[config.mk]
export PLATFORM = sky130hd
export DESIGN_NAME = stack_ctrl
export DESIGN_NICKNAME = d
export VERILOG_FILES = /design/src/rtl/stack_ctrl.sv
export SDC_FILE = /design/constraint.sdc
export NUM_CORES = 1
export LEC_CHECK = 0
export ABC_AREA = 1
export BUFFER_PORTS_ARGS = -buffer_cell sky130_fd_sc_hd__buf_2
export CAP_MARGIN = 20
export CORE_MARGIN = 4
export CORE_UTILIZATION = 39
export DETAILED_ROUTE_END_ITERATION = 12
export GPL_ROUTABILITY_DRIVEN = 1
export PLACE_DENSITY = 0.84
export SETUP_SLACK_MARGIN = 0.15
export SLEW_MARGIN = 20
export SYNTH_ARGS = -nofsm -noshare
export SYNTH_HDL_FRONTEND = slang
export SYNTH_SLANG_ARGS = --single-unit
[constraint.sdc]
create_clock -name clk -period 2 [get_ports clk]
set_input_delay 0.1 -clock clk [delete_from_list [all_inputs] [get_ports clk]]
set_output_delay 0.1 -clock clk [all_outputs]
set_load 0.1 [all_outputs]
[src/rtl/stack_ctrl.sv]
// rtl/stack_ctrl.sv - push/pop sequencer and stack pointer for the single-port stack memory
module stack_ctrl #(
  parameter int IA_WIDTH = 13,
  parameter int D_WIDTH  = 34
) (
  input  logic                clk,
  input  logic                reset,
  input  logic                push_i,
  input  logic [D_WIDTH-1:0]  push_data_i,
  output logic                push_ready_o,
  input  logic                pop_i,
  output logic                pop_ready_o,
  output logic                pop_valid_o,
  output logic [D_WIDTH-1:0]  pop_data_o,
  input  logic                clear_i,
  input  logic                err_clr_i,
  output logic [IA_WIDTH:0]   count_o,
  output logic                empty_o,
  output logic                full_o,
  output logic                overflow_o,
  output logic                underflow_o,
  output logic                mem_we_o,
  output logic [IA_WIDTH-1:0] mem_addr_o,
  output logic [D_WIDTH-1:0]  mem_din_o,
  input  logic [D_WIDTH-1:0]  mem_dout_i
);

  localparam int DEPTH = 2 ** IA_WIDTH;
  localparam logic [IA_WIDTH:0] SP_ONE  = (IA_WIDTH + 1)'(1);
  localparam logic [IA_WIDTH:0] SP_FULL = (IA_WIDTH + 1)'(DEPTH);

  typedef enum logic [1:0] {
    IDLE = 2'd0,
    RD   = 2'd1,
    CAP  = 2'd2
  } state_t;

  state_t              state, state_nxt;
  logic [IA_WIDTH:0]   sp, sp_nxt, sp_dec;
  logic                is_idle;
  logic                ovf_set, unf_set;

  assign sp_dec      = sp - SP_ONE;
  assign is_idle     = (state == IDLE);
  assign count_o     = sp;
  assign empty_o     = (sp == '0);
  assign full_o      = (sp == SP_FULL);
  assign pop_valid_o = (state == CAP);

  assign pop_ready_o  = is_idle & ~empty_o;
  assign push_ready_o = is_idle & ~full_o & ~pop_i;

  // Error flags are flagged on the attempt itself, independent of clear_i.
  assign ovf_set = is_idle & push_i & ~pop_i & full_o;
  assign unf_set = is_idle & pop_i & empty_o;

  always_comb begin
    state_nxt  = state;
    sp_nxt     = sp;
    mem_we_o   = 1'b0;
    mem_addr_o = sp_dec[IA_WIDTH-1:0];
    mem_din_o  = push_data_i;

    case (state)
      IDLE: begin
        if (!clear_i) begin
          if (pop_i && pop_ready_o) begin
            state_nxt = RD;
            sp_nxt    = sp_dec;
          end else if (push_i && push_ready_o) begin
            mem_we_o   = 1'b1;
            mem_addr_o = sp[IA_WIDTH-1:0];
            sp_nxt     = sp + SP_ONE;
          end
        end
      end
      RD:      state_nxt = CAP;
      CAP:     state_nxt = IDLE;
      default: state_nxt = IDLE;
    endcase

    // A flush wins over any request but lets an in-flight pop finish.
    if (clear_i) begin
      sp_nxt = '0;
    end
  end

  always_ff @(posedge clk) begin
    if (reset) begin
      state       <= IDLE;
      sp          <= '0;
      overflow_o  <= 1'b0;
      underflow_o <= 1'b0;
      pop_data_o  <= '0;
    end else begin
      state       <= state_nxt;
      sp          <= sp_nxt;
      overflow_o  <= ovf_set | (overflow_o & ~err_clr_i);
      underflow_o <= unf_set | (underflow_o & ~err_clr_i);
      if (state == RD) begin
        pop_data_o <= mem_dout_i;
      end
    end
  end

endmodule
==> impl_metrics.json, run 1 <==
{
  "path_max_fanout": 5,
  "placed_area_um2": 3940,
  "relSlewSlack": 0.488,
  "cts.clk_slew.worst_paths_ns": 0.11,
  "dr.pass1.iters": 5,
  "synth-xor-area-share": 0.0476,
  "nets": 652,
  "vdd_drop_max_mv": 1.19,
  "setup_viol": 13,
  "grt_pass1_vias": 3349,
  "synthSimpleGateAreaFrac": 0.340,
  "drv_cap": 0,
  "numCtsBuffers": 5,
  "place_congestion": 1.03,
  "synthDistinctLibCells": 28,
  "reg2reg_depth": 12,
  "drt_iter0_drc": 212,
  "crit_chain": "inv_4 > ha_4 > nand2_4 > nor2_8 > nand4_4 > nand2_4 > nor2_4 > buf_12 > xor2_4 > clkinvlp_4 > buf_12",
  "grt_max_degree": 36,
  "wl_per_cell_um": 15.1,
  "die_h_um": 97.5,
  "synth_cells": 471,
  "drcViolationCount": 0,
  "layout-drive-gt1-share": 0.418,
  "antenna_found_initial": 1,
  "synth_warnings": 0,
  "layout_common_cells": "104 x nor2_1, 90 x buf_2, 79 x nand2_1, 39 x o21ai_0, 38 x dfxtp_1",
  "stdcell_area_um2": 4620,
  "wl_met1_um": 3610,
  "ant_nets": 0,
  "track_usage": 0.192,
  "layout_commonest_cell": "nor2_1",
  "met2_length_um": 5080,
  "setup_tns_ns": -0.609,
  "rows": 32,
  "synth_seq_area_share": 0.333,
  "synth_top_family_by_area": "simple AND/OR/NAND/NOR gates",
  "fin_crit_sh": 1.04,
  "syn_area_per_cell_um2": 6.64,
  "syn_nets": 547,
  "coreArea_um2": 7770,
  "dr_wl_met3_um": 1130,
  "synthMuxAreaShare": 0,
  "cp_slowest_cell": "dfxtp_4",
  "initial_core_util": 0.402,
  "synth_top_area_share": 0.333,
  "h-tree-depth": 2,
  "clk_path_buf_depth": 2,
  "pre_cts_ws_ns": 0.118,
  "power.leakage_nw": 2.19,
  "hold_viol": 0,
  "ctsHoldBuffers": 0,
  "fin_skew_ns": 0.0115,
  "dieWidth_um": 97.5,
  "max_freq_mhz": 481,
  "startpoint_type": "register",
  "clock_latency_ns": 0.31,
  "min_path_type": "in -> reg",
  "violations": "negative setup slack",
  "cts_root_buffer": "clkbuf_8",
  "routed_wl_um": 10300,
  "worst-endpoint-arrival_ns": 1.98,
  "fillers": 656,
  "synth_area_leader_cell": "dfxtp_1",
  "cp.required_ns": 1.90,
  "status": "finished with violations",
  "hpwl_um": 6940,
  "synth_compound_area_frac": 0.101,
  "ios": 177,
  "rsz0062_at_grt": "true",
  "setup_ws_ns": -0.0789,
  "slew_viol_final": 0,
  "cts_tree": "built",
  "dr.max_layer_used": "met5",
  "holdPathStages": 3,
  "tightest_slew_ns": 0.767,
  "grt_pass1_wl_um": 15600,
  "synthAdderAreaFrac": 0.00801,
  "timing.critical_path.slowest_cell_delay_ns": 0.37,
  "place_inst": 634,
  "vias_per_cell": 5.20,
  "fin_crit_ns": 2.08,
  "critPathCaptureType": "output pin",
  "vias": 3533,
  "syn_area_um2": 3130,
  "area_growth_pct": 47.8,
  "gr-total-overflow": 0,
  "final-instance-count-excl-fill": 679,
  "netlist_top_cells_area": "dfxtp_1 33%, nor2_1 14%, nand2_1 11%",
  "n_antenna_cell": 0,
  "dieArea_um2": 9510,
  "synth_seq_cells": 52,
  "powerDensity_nw_per_um2": 1760,
  "critPathKind": "reg -> out",
  "cts.sinks": 52,
  "port_buffers": 108
}
## kinds of logic after synthesis
group,count (synthesis)
and+or+nand+nor,246
buffers and inverters,91
AOI/OAI and AO/OA,63
DFF,52
xor gates and xnor gates,17
adders and majority gates,2
## synthesized netlist by cell type
master and n:
a21oi_1 7, buf_2 6, buf_4 34, buf_6 7, clkbuf_1 9, clkinv_1 2, dfxtp_1 52, ha_1 2
inv_1 28, inv_2 4, inv_4 1, nand2_1 90, nand2_2 2, nand2_4 3, nand3_1 23, nand3_2 2
nand4_1 2, nand4_2 1, nor2_1 114, nor2_2 2, nor2_4 3, nor2_8 1, nor3_1 1, nor3_2 2
o21ai_0 39, o21ai_1 17, xnor2_1 1, xor2_1 16
## layer usage
| layer | global-route usage | vias to the layer above |
|---|---|---|
| met5 | 0 | - |
| met4 | 0.0692 | 2 |
| met3 | 0.0660 | 49 |
| met2 | 0.347 | 240 |
| met1 | 0.207 | 1595 |
| li1 | - | 1647 |
## registers in the layout, indices dropped and copies added, names as in the netlist
| register | flops |
|---|---|
| underflow_o | 1 |
| count_o | 14 |
| state | 2 |
| pop_data_o | 34 |
| overflow_o | 1 |
## path summary, 6_finish.rpt
path                    to  slack [ns]     startpoint
max          mem_addr_o[0]       -0.08     count_o[0]
min          pop_data_o[5]        0.03  mem_dout_i[5]
max reg2reg     count_o[4]        0.12     count_o[1]
min reg2reg    underflow_o        0.47    underflow_o
## power by group
| group | internal [mW] | leakage [nW] | switching, mW |
|---|---|---|---|
| Combinational | 1.89 | 1.70 | 4.13 |
| Clock | 0.387 | 0.0607 | 0.385 |
| Sequential | 1.19 | 0.432 | 0.143 |
## what timing repair did
item	4_1_cts	5_1_grt
pin swaps	11	9
setup endpoints to repair	17	28
cloned	1	2
gates resized for setup	24	40
buffers inserted	18	16
## worst max-delay path, delay by kind of cell (launching register included)
family                     cells  cell delay [ns]
DFF                            1             0.37
adders and majority gates      1             0.16
xor gates and xnor gates       1             0.17
buffers and inverters          4             0.49
and+or+nand+nor                5             0.48
## final cells by class
class / count / area [um^2] / share of cell area
Inverter: 35 / 160 / 0.0347
Timing Repair Buffer: 153 / 1230 / 0.266
Multi-Input combinational cell: 328 / 1880 / 0.408
Clock inverter: 3 / 50.0 / 0.0108
Tap cell: 102 / 128 / 0.0276
Sequential cell: 52 / 1090 / 0.235
Clock buffer: 5 / 68.8 / 0.0149
Timing Repair inverter: 1 / 11.3 / 0.00244
## stage by stage
step                      total power [mW]  utilization  hold slack, ns
final                                 8.13        0.595          0.0298
after global routing                  8.45        0.595          0.0374
after CTS                             7.61        0.554          0.0189
after detailed placement              6.66        0.507           0.201
after global placement                6.59        0.507           0.201
after floorplan                       5.70            -           0.169
(Power assumes the default switching activity.)
==> inputs of run 2 (changes only) <==
==> constraint.sdc (replaced) <==
create_clock -name clk -period 2 [get_ports clk]
set_input_delay 0.4 -clock clk [delete_from_list [all_inputs] [get_ports clk]]
set_output_delay 0.4 -clock clk [all_outputs]
set_load 0.1 [all_outputs]
==> run 2 against run 1 <==
Sequential power shrank 3%; wire length increased by 1.1%; register-to-register slack worse by 0.20 ns; the flow still finishes with violations (negative setup slack); total power grew 3.7%; largest cell class unchanged; die area is the same; clock power is 7.0% lower.
==> impl_metrics.json, run 2 (synthesized netlist as in run 1, its figures left out) <==
{
  "status": "finished with violations",
  "violations": "negative setup slack",
  "timing.rr.start": "count_o[0]",
  "p_seq_frac": 0.153,
  "n_antenna_cell": 0,
  "min_path_type": "in -> reg",
  "worst-endpoint-arrival_ns": 1.94,
  "dieWidth_um": 97.5,
  "port_buffers": 108,
  "fin_skew_ns": 0.0110,
  "grt_max_degree": 36,
  "drt_iter0_drc": 186,
  "p_total_mw": 8.42,
  "vias_per_cell": 5.09,
  "internal-power_mw": 3.65,
  "nets": 669,
  "initial_core_util": 0.402,
  "startpoint_type": "register",
  "coreArea_um2": 7770,
  "powerDensity_nw_per_um2": 1750,
  "clock_latency_ns": 0.30,
  "p_sw_mw": 4.77,
  "pre_cts_ws_ns": -0.148,
  "slew_viol_final": 0,
  "dr.pass1.iters": 5,
  "crit_chain": "inv_4 > ha_4 > nand2_4 > nor2_8 > nand4_4 > nand2_4 > nor2_4 > buf_4 > inv_8 > nand2_1 > nand2_1 > nand2_4 > buf_12",
  "placed_area_um2": 4230,
  "fin_crit_sh": 1.17,
  "critPathKind": "reg -> out",
  "grtUsageMet1": 0.211,
  "regArea_um2": 1090,
  "layout_commonest_cell": "nor2_1",
  "routed_wl_um": 10400,
  "dieArea_um2": 9510,
  "grt_pass1_vias": 3492,
  "cts_root_buffer": "clkbuf_8",
  "layout-drive-gt1-share": 0.444,
  "regMostFlops": "pop_data_o",
  "h-tree-depth": 2,
  "vias": 3540,
  "antenna_found_initial": 0,
  "relSlewSlack": 0.638,
  "rsz0062_at_grt": "true",
  "grt_pass1_wl_um": 15700,
  "pwr-share-clk": 0.085,
  "cts_tree": "built",
  "path_max_fanout": 8,
  "timing.critical_path.slowest_cell_delay_ns": 0.37,
  "cts.sinks": 52,
  "hp-start": "reset",
  "power.leakage_nw": 2.29,
  "p_comb_frac": 0.762,
  "drcViolationCount": 0,
  "ios": 177,
  "hpwl_um": 7050,
  "clk_path_buf_depth": 2,
  "wl_per_cell_um": 14.9,
  "cts.clk_slew.worst_paths_ns": 0.10,
  "setup_ws_ns": -0.335,
  "area_growth_pct": 53.6,
  "tightest_slew_ns": 0.541,
  "fillers": 656,
  "rows": 32,
  "drv_cap": 0,
  "met2_usage": 0.359,
  "ant_nets": 0,
  "p_sw_frac": 0.567,
  "grtUsageMet3": 0.0452,
  "gr-total-overflow": 0,
  "setup_viol": 26,
  "max_freq_mhz": 428,
  "setup_tns_ns": -5.13,
  "stdcell_area_um2": 4800,
  "layout_common_cells": "104 x nor2_1, 90 x buf_2, 82 x nand2_1, 46 x buf_4, 38 x dfxtp_1",
  "top_usage_layer": "met2",
  "place_congestion": 0.938,
  "numCtsBuffers": 5,
  "hold_viol": 0,
  "track_usage": 0.196,
  "multi_input_area_um2": 1930,
  "cp.required_ns": 1.60,
  "cp_slowest_cell": "dfxtp_4",
  "crit_top_cell": "nand2_4",
  "worstSetupStartpoint": "count_o[0]",
  "die_h_um": 97.5,
  "largest_register_ffs": 34,
  "critPathCaptureType": "output pin",
  "vdd_drop_max_mv": 0.691,
  "fin_crit_ns": 2.34
}
[run 2: stage by stage]
stage          hold slack (ns)  cells   util
2_1_floorplan            0.469    471      -
3_3_place_gp             0.451    669  0.544
3_5_place_dp             0.458    669  0.544
4_1_cts                  0.291    689  0.587
5_1_grt                  0.305    696  0.618
6_report                 0.308    696  0.618
[run 2: final cells by class]
cell class / instances / area share
timing repair buffer: 169 / 0.284
clock inverter: 1 / 0.00182
inverter: 35 / 0.0339
clock buffer: 7 / 0.0224
multi-input combinational: 329 / 0.403
sequential: 52 / 0.226
tap: 102 / 0.0266
timing repair inverter: 1 / 0.00235
[run 2: metal layers]
layer / vias up / part of all wire / routed length (um)
met5: - / 0 / 0
met4: 0 / 0.038 / 392
met3: 42 / 0.095 / 987
met2: 196 / 0.51 / 5310
met1: 1622 / 0.36 / 3700
li1: 1680 / - / -
[run 2: repair_timing]
item / in CTS / in global routing
cloned: 1 / 2
buffers inserted: 11 / 5
gates resized for setup: 30 / 39
hold buffers: 0 / 0
endpoints found under the setup margin: 18 / 33
pin swaps: 7 / 12
hold endpoints to repair: 0 / 0
[run 2: power by group through the flow]
stage,registers (mW),clock network (mW),logic [mW]
5_1_grt,1.31,0.781,6.68
3_3_place_gp,1.30,0,5.58
4_1_cts,1.29,0.739,5.97
6_report,1.29,0.718,6.41
3_5_place_dp,1.31,0,5.66
2_1_floorplan,2.27,0,3.43
[run 2: critical path: cells and delay by family, from the launching register on]
family | cells | cell delay, ns
DFF | 1 | 0.37
and+or+nand+nor | 8 | 0.65
adders and majority gates | 1 | 0.16
buffers and inverters | 4 | 0.44
[run 2: worst paths after layout]
kind / endpoint / slack (ns) / cells past startpoint
max: mem_addr_o[2] / -0.34 / 13
min: overflow_o / 0.31 / 2
max reg2reg: count_o[2] / -0.08 / 16
min reg2reg: underflow_o / 0.47 / 2
==> inputs of run 3 (changes only) <==
- CELL_PAD_IN_SITES_DETAIL_PLACEMENT: not set -> 1
- CELL_PAD_IN_SITES_GLOBAL_PLACEMENT: not set -> 1
- CORE_UTILIZATION: 39 -> 29
- PLACE_DENSITY: 0.84 -> 0.92
==> run 3 against run 2 <==
The run still ends with negative setup slack left; first-iteration DRC count is 41% lower; fmax is 3.2% lower; combinational power is 2% higher; critical endpoint is now mem_addr_o[12]; highest routed layer unchanged.
==> impl_metrics.json, run 3 (synthesized netlist as in run 1, its figures left out) <==
{
  "ant_nets": 0,
  "fin_crit_sh": 1.21,
  "grt_pass1_wl_um": 19500,
  "hpwl_um": 8750,
  "die_h_um": 112,
  "routed_wl_um": 12700,
  "vias_per_cell": 4.92,
  "cts.sinks": 52,
  "clock_latency_ns": 0.31,
  "critPathKind": "reg -> out",
  "n_antenna_cell": 0,
  "worst-endpoint-arrival_ns": 2.01,
  "drt_iter0_drc": 109,
  "initial_core_util": 0.300,
  "powerDensity_nw_per_um2": 1760,
  "vdd_drop_max_mv": 0.976,
  "worstSetupStartpoint": "count_o[4]",
  "hold_ws_ns": 0.307,
  "dieWidth_um": 112,
  "hp-start": "reset",
  "cts_tree": "built",
  "reg2reg_slack_ns": 0,
  "crit_top_cell": "nand2_1",
  "timing.rr.start": "count_o[4]",
  "clk_path_buf_depth": 2,
  "grt_max_degree": 36,
  "ctsHoldBuffers": 0,
  "path_max_fanout": 5,
  "cp_slowest_cell": "dfxtp_4",
  "port_buffers": 108,
  "gr-total-overflow": 0,
  "reg2reg_depth": 14,
  "dieArea_um2": 12500,
  "cp-endpoint": "mem_addr_o[12]",
  "wl_per_cell_um": 17.4,
  "cts.clk_slew.worst_paths_ns": 0.10,
  "cp.required_ns": 1.60,
  "top_usage_layer": "met2",
  "rsz0062_at_grt": "true",
  "regMostFlops": "pop_data_o",
  "setup_viol": 18,
  "track_usage": 0.191,
  "antenna_found_initial": 0,
  "layout_commonest_cell": "nor2_1",
  "tightest_slew_ns": 0.522,
  "violations": "negative setup slack",
  "min_path_type": "in -> reg",
  "slew_viol_final": 0,
  "place_congestion": 0.867,
  "h-tree-depth": 2,
  "grt_pass1_vias": 3919,
  "nets": 669,
  "coreArea_um2": 10400,
  "startpoint_type": "register",
  "drcViolationCount": 0,
  "largest_register_ffs": 34,
  "max_freq_mhz": 414,
  "vias": 3595,
  "grtUsageMet1": 0.204,
  "critPathCaptureType": "output pin",
  "rows": 37,
  "setup_ws_ns": -0.413,
  "cts_root_buffer": "clkbuf_8",
  "power.leakage_nw": 2.29,
  "setup_tns_ns": -6.31,
  "fin_skew_ns": 0.0170,
  "ios": 177,
  "hold_viol": 0,
  "met2_usage": 0.359,
  "drv_cap": 0,
  "grtUsageMet3": 0.0457,
  "r2r-end": "count_o[4]",
  "status": "finished with violations",
  "crit_chain": "nor2_4 > nand2_4 > nor2_8 > buf_4 > buf_6 > buf_6 > nand2_1 > nand2_1 > nand2_1 > nand2_2 > o21ai_4 > buf_12",
  "layout-drive-gt1-share": 0.451,
  "dr.pass1.iters": 4,
  "numCtsBuffers": 5,
  "layout_common_cells": "107 x nor2_1, 90 x buf_2, 75 x nand2_1, 51 x buf_4",
  "timing.critical_path.slowest_cell_delay_ns": 0.37,
  "area_growth_pct": 55.1,
  "p_total_mw": 8.52,
  "fin_crit_ns": 2.41,
  "relSlewSlack": 0.654
}
-- run 3: area by class of cell --
type | count | area [um^2]
Clock inverter | 2 | 17.5
Clock buffer | 6 | 82.6
Sequential cell | 52 | 1090
Fill cell | 1283 | 5570
Inverter | 35 | 170
Multi-Input combinational cell | 329 | 1950
Timing Repair Buffer | 169 | 1350
Tap cell | 136 | 170
Timing Repair inverter | 1 | 16.3
-- run 3: per-layer routing --
metal / up-vias / part of all wire
met1: 1714 / 0.36
met3: 52 / 0.067
li1: 1677 / -
met2: 152 / 0.53
met4: 0 / 0.039
met5: - / 0
-- run 3: worst max-delay path, delay by kind of cell (launching register included) --
family | cells | cell delay, ns
and+or+nand+nor | 7 | 0.74
buffers and inverters | 4 | 0.50
AOI/OAI and AO/OA | 1 | 0.07
DFF | 1 | 0.37
-- run 3: worst min-delay path by stage --
stage                         end  slack [ns]  cells past startpoint
finish                underflow_o        0.31                      2
global route          underflow_o        0.31                      2
CTS                   underflow_o        0.31                      2
detailed placement  pop_data_o[5]        0.47                      2
global placement      underflow_o        0.46                      2
floorplan              overflow_o        0.47                      1
-- run 3: per-stage QoR --
stage / cells / cell area, um^2 / worst slack, ns / util
2_1_floorplan: 471 / 3400 / -0.573 / -
3_3_place_gp: 701 / 4250 / -0.144 / 0.408
3_5_place_dp: 701 / 4250 / -0.234 / 0.408
4_1_cts: 725 / 4670 / -0.359 / 0.448
5_1_grt: 730 / 4850 / -0.493 / 0.465
6_report: 730 / 4850 / -0.413 / 0.465
-- run 3: power by group --
part / switching [mW] / internal [mW]
clock network: 0.398 / 0.291
logic: 4.41 / 2.13
registers: 0.108 / 1.18
-- run 3: what timing repair did --
item,4_1_cts,5_1_grt
buffers inserted,15,3
gates cloned,1,2
pin swaps,8,6
gates resized for setup,44,26
endpoints found under the setup margin,19,32
